<file path="config.mk">
export PLATFORM = sky130hd
export DESIGN_NAME = modexp_stream_io
export DESIGN_NICKNAME = d
export VERILOG_FILES = /design/src/rtl/modexp_stream_io.sv
export SDC_FILE = /design/constraint.sdc
export NUM_CORES = 2
export LEC_CHECK = 0
export BUFFER_PORTS_ARGS = -buffer_cell sky130_fd_sc_hd__buf_2
export CAP_MARGIN = 10
export CORE_AREA = 4 4 430 432
export CTS_CLUSTER_DIAMETER = 150
export DETAILED_ROUTE_END_ITERATION = 6
export DIE_AREA = 0 0 434 436
export GPL_TIMING_DRIVEN = 0
export RECOVER_POWER = 25
export SYNTH_ARGS = -nofsm -noshare
export SYNTH_HDL_FRONTEND = slang
export SYNTH_SLANG_ARGS = --single-unit
</file>
<file path="constraint.sdc">
create_clock -name clk -period 10 [get_ports clk]
set_clock_uncertainty 0.2 [all_clocks]
set_input_delay 0 -clock clk [delete_from_list [all_inputs] [get_ports clk]]
set_output_delay 0 -clock clk [all_outputs]
set_load 0.05 [all_outputs]
</file>
<file path="src/rtl/modexp_stream_io.sv">
// Streaming bridge for a modexp core: 27 operand words in, 9 result words out.
// Optional operand range check is enabled with `define MODEXP_RANGE_CHECK_EN.
module modexp_stream_io (
    input  logic         clk,
    input  logic         reset,
    input  logic [31:0]  in_data,
    input  logic         in_valid,
    output logic         in_ready,
    output logic [31:0]  out_data,
    output logic         out_valid,
    input  logic         out_ready,
    output logic         out_last,
    output logic [259:0] core_a,
    output logic [259:0] core_b,
    output logic [259:0] core_m,
    output logic         core_start,
    input  logic [259:0] core_result,
    input  logic         core_done,
    output logic         busy,
    output logic         error,
    output logic [2:0]   dbg_state
);

    // Both streams: a word moves on a rising edge where valid && ready; the
    // source holds data stable until then.
    typedef enum logic [2:0] {
        LOAD      = 3'd0,
        CHECK     = 3'd1,
        START     = 3'd2,
        WAIT_ACK  = 3'd3,
        WAIT_DONE = 3'd4,
        DRAIN     = 3'd5
    } state_t;

    state_t         state;
    logic [4:0]     word_cnt;
    logic [3:0]     k;
    logic [259:0]   op_a, op_b, op_m, result;
    logic [1:0]     op_sel;
    logic [3:0]     word_sel;

    function automatic logic [259:0] put_word(input logic [259:0] cur,
                                              input logic [3:0]   sel,
                                              input logic [31:0]  d);
        logic [259:0] r;
        r = cur;
        if (sel == 4'd8) r[259:256] = d[3:0];
        else             r[32*sel[2:0] +: 32] = d;
        return r;
    endfunction

    always_comb begin
        op_sel   = 2'd0;
        word_sel = word_cnt[3:0];
        if (word_cnt >= 5'd18) begin
            op_sel   = 2'd2;
            word_sel = 4'(word_cnt - 5'd18);
        end else if (word_cnt >= 5'd9) begin
            op_sel   = 2'd1;
            word_sel = 4'(word_cnt - 5'd9);
        end
    end

`ifdef MODEXP_RANGE_CHECK_EN
    logic [2:0] hi_flag;
    logic       error_q;
    logic       reject;
    assign reject = (|hi_flag) || (op_m <= 260'd1);
    assign error  = error_q;
`else
    assign error  = 1'b0;
`endif

    always_ff @(posedge clk) begin
        if (reset) begin
            state     <= LOAD;
            word_cnt  <= 5'd0;
            k         <= 4'd0;
            op_a      <= '0;
            op_b      <= '0;
            op_m      <= '0;
            result    <= '0;
            in_ready  <= 1'b0;
            busy      <= 1'b0;
            out_valid <= 1'b0;
            out_last  <= 1'b0;
`ifdef MODEXP_RANGE_CHECK_EN
            hi_flag   <= 3'b000;
            error_q   <= 1'b0;
`endif
        end else begin
`ifdef MODEXP_RANGE_CHECK_EN
            error_q <= 1'b0;
`endif
            case (state)
                LOAD: begin
                    in_ready <= 1'b1;
                    busy     <= 1'b0;
                    if (in_valid && in_ready) begin
                        case (op_sel)
                            2'd0:    op_a <= put_word(op_a, word_sel, in_data);
                            2'd1:    op_b <= put_word(op_b, word_sel, in_data);
                            default: op_m <= put_word(op_m, word_sel, in_data);
                        endcase
`ifdef MODEXP_RANGE_CHECK_EN
                        if (word_sel == 4'd8 && (|in_data[31:4]))
                            hi_flag[op_sel] <= 1'b1;
`endif
                        if (word_cnt == 5'd26) begin
                            word_cnt <= 5'd0;
                            state    <= CHECK;
                            in_ready <= 1'b0;
                            busy     <= 1'b1;
                        end else begin
                            word_cnt <= word_cnt + 5'd1;
                        end
                    end
                end
                CHECK: begin
`ifdef MODEXP_RANGE_CHECK_EN
                    hi_flag <= 3'b000;
                    if (reject) begin
                        error_q  <= 1'b1;
                        state    <= LOAD;
                        in_ready <= 1'b1;
                        busy     <= 1'b0;
                    end else begin
                        state <= START;
                    end
`else
                    state <= START;
`endif
                end
                START: begin
                    if (core_done) state <= WAIT_ACK;
                end
                WAIT_ACK: begin
                    // The core acknowledges the start pulse by dropping done.
                    if (!core_done) state <= WAIT_DONE;
                end
                WAIT_DONE: begin
                    if (core_done) begin
                        result    <= core_result;
                        state     <= DRAIN;
                        out_valid <= 1'b1;
                        out_last  <= 1'b0;
                        k         <= 4'd0;
                    end
                end
                DRAIN: begin
                    if (out_ready) begin
                        if (k == 4'd8) begin
                            k         <= 4'd0;
                            state     <= LOAD;
                            out_valid <= 1'b0;
                            out_last  <= 1'b0;
                            in_ready  <= 1'b1;
                            busy      <= 1'b0;
                        end else begin
                            k        <= k + 4'd1;
                            out_last <= (k == 4'd7);
                        end
                    end
                end
                default: state <= LOAD;
            endcase
        end
    end

    // Start is gated by done combinationally so it can never fire at a busy core.
    assign core_start = (state == START) && core_done;

    always_comb begin
        if (k == 4'd8) out_data = {28'b0, result[259:256]};
        else           out_data = result[32*k[2:0] +: 32];
    end

    assign core_a    = op_a;
    assign core_b    = op_b;
    assign core_m    = op_m;
    assign dbg_state = state;

endmodule

</file>
Word level (Yosys, flattened, before mapping)
Index checks and enable logic that the tools add are counted.

storage, ports and cells
  logic and storage cells = 102
  register bits after elaboration = 1056
  output and inout port bits = 821
  input port bits = 297

cells by class
  reductions and logical operators = 19
  shift-type cells = 3
  magnitude comparators = 2
  bitwise gates (word level) = 2
  $add $sub $neg = 5
  multiplexer cells = 40
  eq/ne operators = 17

operators with widths
  cell                                                                        number
  260-bit bitwise mux                                                         3
  32-bit by 34-bit variable shift with 260-bit output (first input constant)  1
  260-bit by 9-bit variable part select with 32-bit output                    1
  32-bit by 34-bit variable part select with 260-bit output                   1
  8-bit negator with 34-bit output                                            1
  32-bit 2-to-1 mux                                                           1
  4-bit 2-to-1 mux                                                            8
  3-bit 2-to-1 mux                                                            7
  3-bit one-hot mux with 6 select lines                                       1
  4-bit AND reduction                                                         4
  3-bit AND reduction                                                         5
  2-bit inequality test (second input constant)                               7
  1-bit 2-to-1 mux                                                            13
  4-bit == test (second input constant)                                       2
  1-bit one-hot mux with 2 select lines                                       4
  4-bit one-hot mux with 2 select lines                                       1
  7-bit AND reduction                                                         1
  3-bit by 2-bit == test with 1-bit output (second input constant)            2
  3-bit == test (second input constant)                                       2
  5-bit by 1-bit adder with 5-bit output (second input constant)              1
  5-bit == test (second input constant)                                       1
  5-bit by 4-bit >= comparator with 1-bit output (second input constant)      1
  5-bit >= comparator (second input constant)                                 1
  5-bit 2-to-1 mux                                                            1
  14 further kinds                                                            18

Depth between registers and ports, before layout
  word-level depth = 7
  mapped depth = 18

Worst setup path before layout
Ideal clock, no wire load.

  path type = register -> register
  start = reg word_cnt[1]
  end = reg op_b[100], in the netlist core_b[100]
  slack = 5653 ps
  clock period less this slack = 4347 ps
  library setup time = 60 ps
  arrival time = 4087 ps
  cell stages (with the launch flop) = 18
  required time = 9740 ps
  cell sequence = dfxtp_1 > inv_1 > ha_1 > nor2b_1 > a2111o_1 > a31oi_4 > inv_2 > buf_2 > ha_1 > buf_2 > nand2_1 > or2_2 > clkbuf_1 > or4_1 > nor2b_1 > clkbuf_1 > buf_2 > a22o_1

on the way
  longest elaborated chain between the ends = 6

RTL lines
  element                                                                                    line    RTL
  start, declared                                                                            36      logic [4:0] word_cnt;
  start signal, assigned                                                                     115     word_cnt <= word_cnt + 5'd1;
  4-bit subtractor / 5-bit by 4-bit >= comparator with 1-bit output (equally long branches)  60, 58
  4-bit 2-to-1 mux                                                                           58      end else if (word_cnt >= 5'd9) begin
  4-bit 2-to-1 mux                                                                           55      if (word_cnt >= 5'd18) begin
  8-bit negator with 34-bit output / 4-bit == test (equally long branches)                   48, 47
  32-bit by 34-bit variable part select with 260-bit output, or another cell as far along    48      else r[32*sel[2:0] +: 32] = d;
  260-bit bitwise mux / 4-bit AND reduction (equally long branches)                          --
  end signal, assigned                                                                       102     2'd1: op_b <= put_word(op_b, word_sel, in_data);
  end, declared                                                                              38      logic [259:0] op_a, op_b, op_m, result;

Several ways; a longest one is shown, not always the timed one.
A chain may end at the register's enable or synchronous reset.

Worst setup path after layout
  start = reg word_cnt[0]
  end = reg op_b[243], in the netlist core_b[243]

The elaborated chain is that of the path after synthesis.

==> results.tsv <==
metric	value	unit
status	completed	
setup_tns	0	ns
ios	1118	
min_path_cells	4	
synth_area_per_cell	9.21	sq um
power_switching	3.08	mW
p_seq_frac	0.424	
crit_slowest_cell	nor4b_4	
place.gp.congestion	0.957	
cp-end-kind	flip-flop	
cap_viol_max_count	0	
cts_tree	yes	
cp_top_family	simple AND/OR/NAND/NOR gates	
irDropWorstVdd	0.000163	V
dp_hpwl	183000	microns
nFillCells	18900	
grt-ovfl-total	0	
drt_iter0_drc	4010	
die_x	434	microns
coreArea	181000	sq um
r2r_cells	15	
cp_max_fo	10	
ys_seq_area_frac	0.527	
clock-sinks	1056	
tightest_slew	1.34	ns
hold_buffers	559	
critPathKind	flip-flop to flip-flop	
antenna_found_initial	43	
syn_inst	4358	
whs	0.121	ns
initial_core_util	0.222	
drtPass1Iterations	7	
fin_crit_sh	0.605	
cts-htree-levels	3	
max_freq	0.165	GHz
yosysWarnings	0	
via_count	42400	
synthesis.nets	4665	
grt_pass1_vias	40900	
finalHoldViolCount	0	
sw_frac_of_total	0.293	
grt_max_degree	19	
internal_power	7.43	mW
nets	6447	
synth.area.top_cells	dfxtp_1 (53%), nand2_1 (8.2%), a21oi_1 (6.7%)	
post_cts_buffers	0	
period_needed	6.05	ns
clkPwrFrac	0.428	
synth_top_cell_by_area	dfxtp_1	
grt_pass1_wl	324000	microns
ys_ff_latch	1056	
synth-edff-count	0	
std_cell_rows	156	
post-route-drc-count	0	
yosys-top-cells-count	dfxtp_1 (1056), nand2_1 (875), a21oi_1 (541), clkbuf_1 (335), nand3_1 (295)	
maxSlewHeadroom	0.105	
yosysMostFrequentCell	dfxtp_1	
finalSetupViolations	0	
netlist-cell-type-count	65	
cp_num_cells	15	
worstPathCellList	inv_1 -> ha_1 -> nor2b_1 -> nor3_1 -> nor3_1 -> nor2_1 -> inv_2 -> ha_1 -> ha_1 -> buf_2 -> nor3_1 -> or4b_4 -> nor4b_4 -> buf_6 -> a22o_1	
syn_to_final_growth	44.4	%
io_buffers	1085	
rsz0062_at_grt	no	
cts-root-buf	clkbuf_16	
via_per_inst	4.92	
cts_resized	0	
register_area	21100	sq um
dieHeight	436	microns
power_density	181	nW/um^2
cts_buffers	114	
wl_per_cell	27.6	microns
async_flop_share	0	
cp_num_buf_inv	4	
cts_buffer_depth	3	
slew_viol_final	0	
hp-class	input pin to flip-flop	
syn_area	40100	sq um
ant_nets	0	
clk_latency	0.77	ns
drive_gt1_frac	0.160	
path_clk_slew	0.06	ns
combPwrFrac	0.148	
multi_input_area	17100	sq um
p_leak	21.2	nW
die_area	189000	sq um
worst_ep_arrival_time	6.54	ns
totalWireLength	238000	microns
required	10.48	ns
start_kind	flip-flop	
globalRouteTotalUtil	0.240	
synthFlopType	dfxtp_1	
synth_top_cell_area_share	0.527	
critPathMaxStageDelay	1.04	ns
[worst reg2reg max path: cells and delay by family (launching register included)]
kind	cells	cell delay, ns
buffers and inverters	4	0.89
DFF	1	0.38
adders and majority gates	3	0.73
and+or+nand+nor	7	3.59
AOI/OAI and AO/OA	1	0.17
[metrics by stage]
stage	setup WS, ns	power [mW]	instances	area [sq um]	utilization
final	3.95	10.5	8619	57900	0.321
after global routing	3.80	10.8	8606	57900	0.321
after CTS	4.07	10.5	8598	58500	0.324
after detailed placement	4.11	5.90	7835	48900	0.271
after global placement	3.41	5.86	7813	48500	0.269
after floorplan	5.65	5.28	4358	40100	-
[flip-flops by register name, summed over array words and instances (netlist names)]
signal and cells:
busy 1, core_a 260, core_b 260, core_m 260, dbg_state 3, in_ready 1, k 4, out_last 1
out_valid 1, result 260, word_cnt 5
[cells in the final DEF (no fill, tap or decap), types with 7 or more instances in the layout]
cell type,count
dfxtp_1,1056
nand2_1,875
clkbuf_1,813
buf_2,683
dlygate4sd3_1,559
a21oi_1,541
nand3_1,295
nand2b_1,276
a22o_1,220
mux2i_1,206
clkbuf_16,114
o21ai_0,100
mux4_2,64
nand3b_1,64
nor2_1,48
inv_1,39
o32ai_1,32
clkbuf_8,27
diode_2,21
buf_1,16
clkbuf_2,15
clkinv_2,13
buf_8,12
nor3_1,11
ha_1,10
bufinv_16,10
nor2b_1,8
buf_6,8
buf_4,7
[final timing paths]
check                                              start  slack (ns)                       end
worst min-delay path                          in_data[3]        0.12  core_m[131]$_SDFFE_PP0P_
worst min register to register  core_m[155]$_SDFFE_PP0P_        0.25  core_m[155]$_SDFFE_PP0P_
worst max-delay path            word_cnt[0]$_SDFFE_PP0P_        3.95  core_b[243]$_SDFFE_PP0P_
worst max register to register  word_cnt[0]$_SDFFE_PP0P_        3.95  core_b[243]$_SDFFE_PP0P_
[metal layers]
layer,wire length [microns],GRT usage,vias up,share of wire
li1,-,-,18500,-
met1,86200,0.273,20700,0.36
met2,116000,0.420,2545,0.49
met3,19000,0.0421,567,0.080
met4,16400,0.138,0,0.069
met5,0,0,-,0
[layout make-up]
type | count | area share
Tap cell | 2370 | 0.0512
Inverter | 42 | 0.00272
Clock buffer | 165 | 0.0572
Antenna cell | 21 | 0.000907
Buffer | 427 | 0.0302
Timing Repair Buffer | 1666 | 0.186
Multi-Input combinational cell | 2833 | 0.296
Sequential cell | 1056 | 0.365
Clock inverter | 39 | 0.0109
[power groups by stage]
stage | logic, mW | clock network, mW | registers (mW)
2_1_floorplan | 0.692 | 0 | 4.59
3_3_place_gp | 1.33 | 0 | 4.53
3_5_place_dp | 1.36 | 0 | 4.54
4_1_cts | 1.53 | 4.55 | 4.45
5_1_grt | 1.64 | 4.71 | 4.46
6_report | 1.55 | 4.50 | 4.45
[kinds of logic (layout without fill, tap and decap cells)]
group / Yosys count / count (layout) / synth area share
buffers and inverters: 469 / 2339 / 0.0471
XOR/XNOR: 4 / 4 / 0.000873
other: 1 / 22 / 0.0000934
AND/OR/NAND/NOR: 1605 / 1605 / 0.186
flip-flops: 1056 / 1056 / 0.527
adder cells (fa/ha/maj): 10 / 10 / 0.00312
AO/OA/AOI/OAI: 941 / 941 / 0.148
multiplexers: 272 / 272 / 0.0879
No activity file was read; power rests on OpenSTA's default activity.
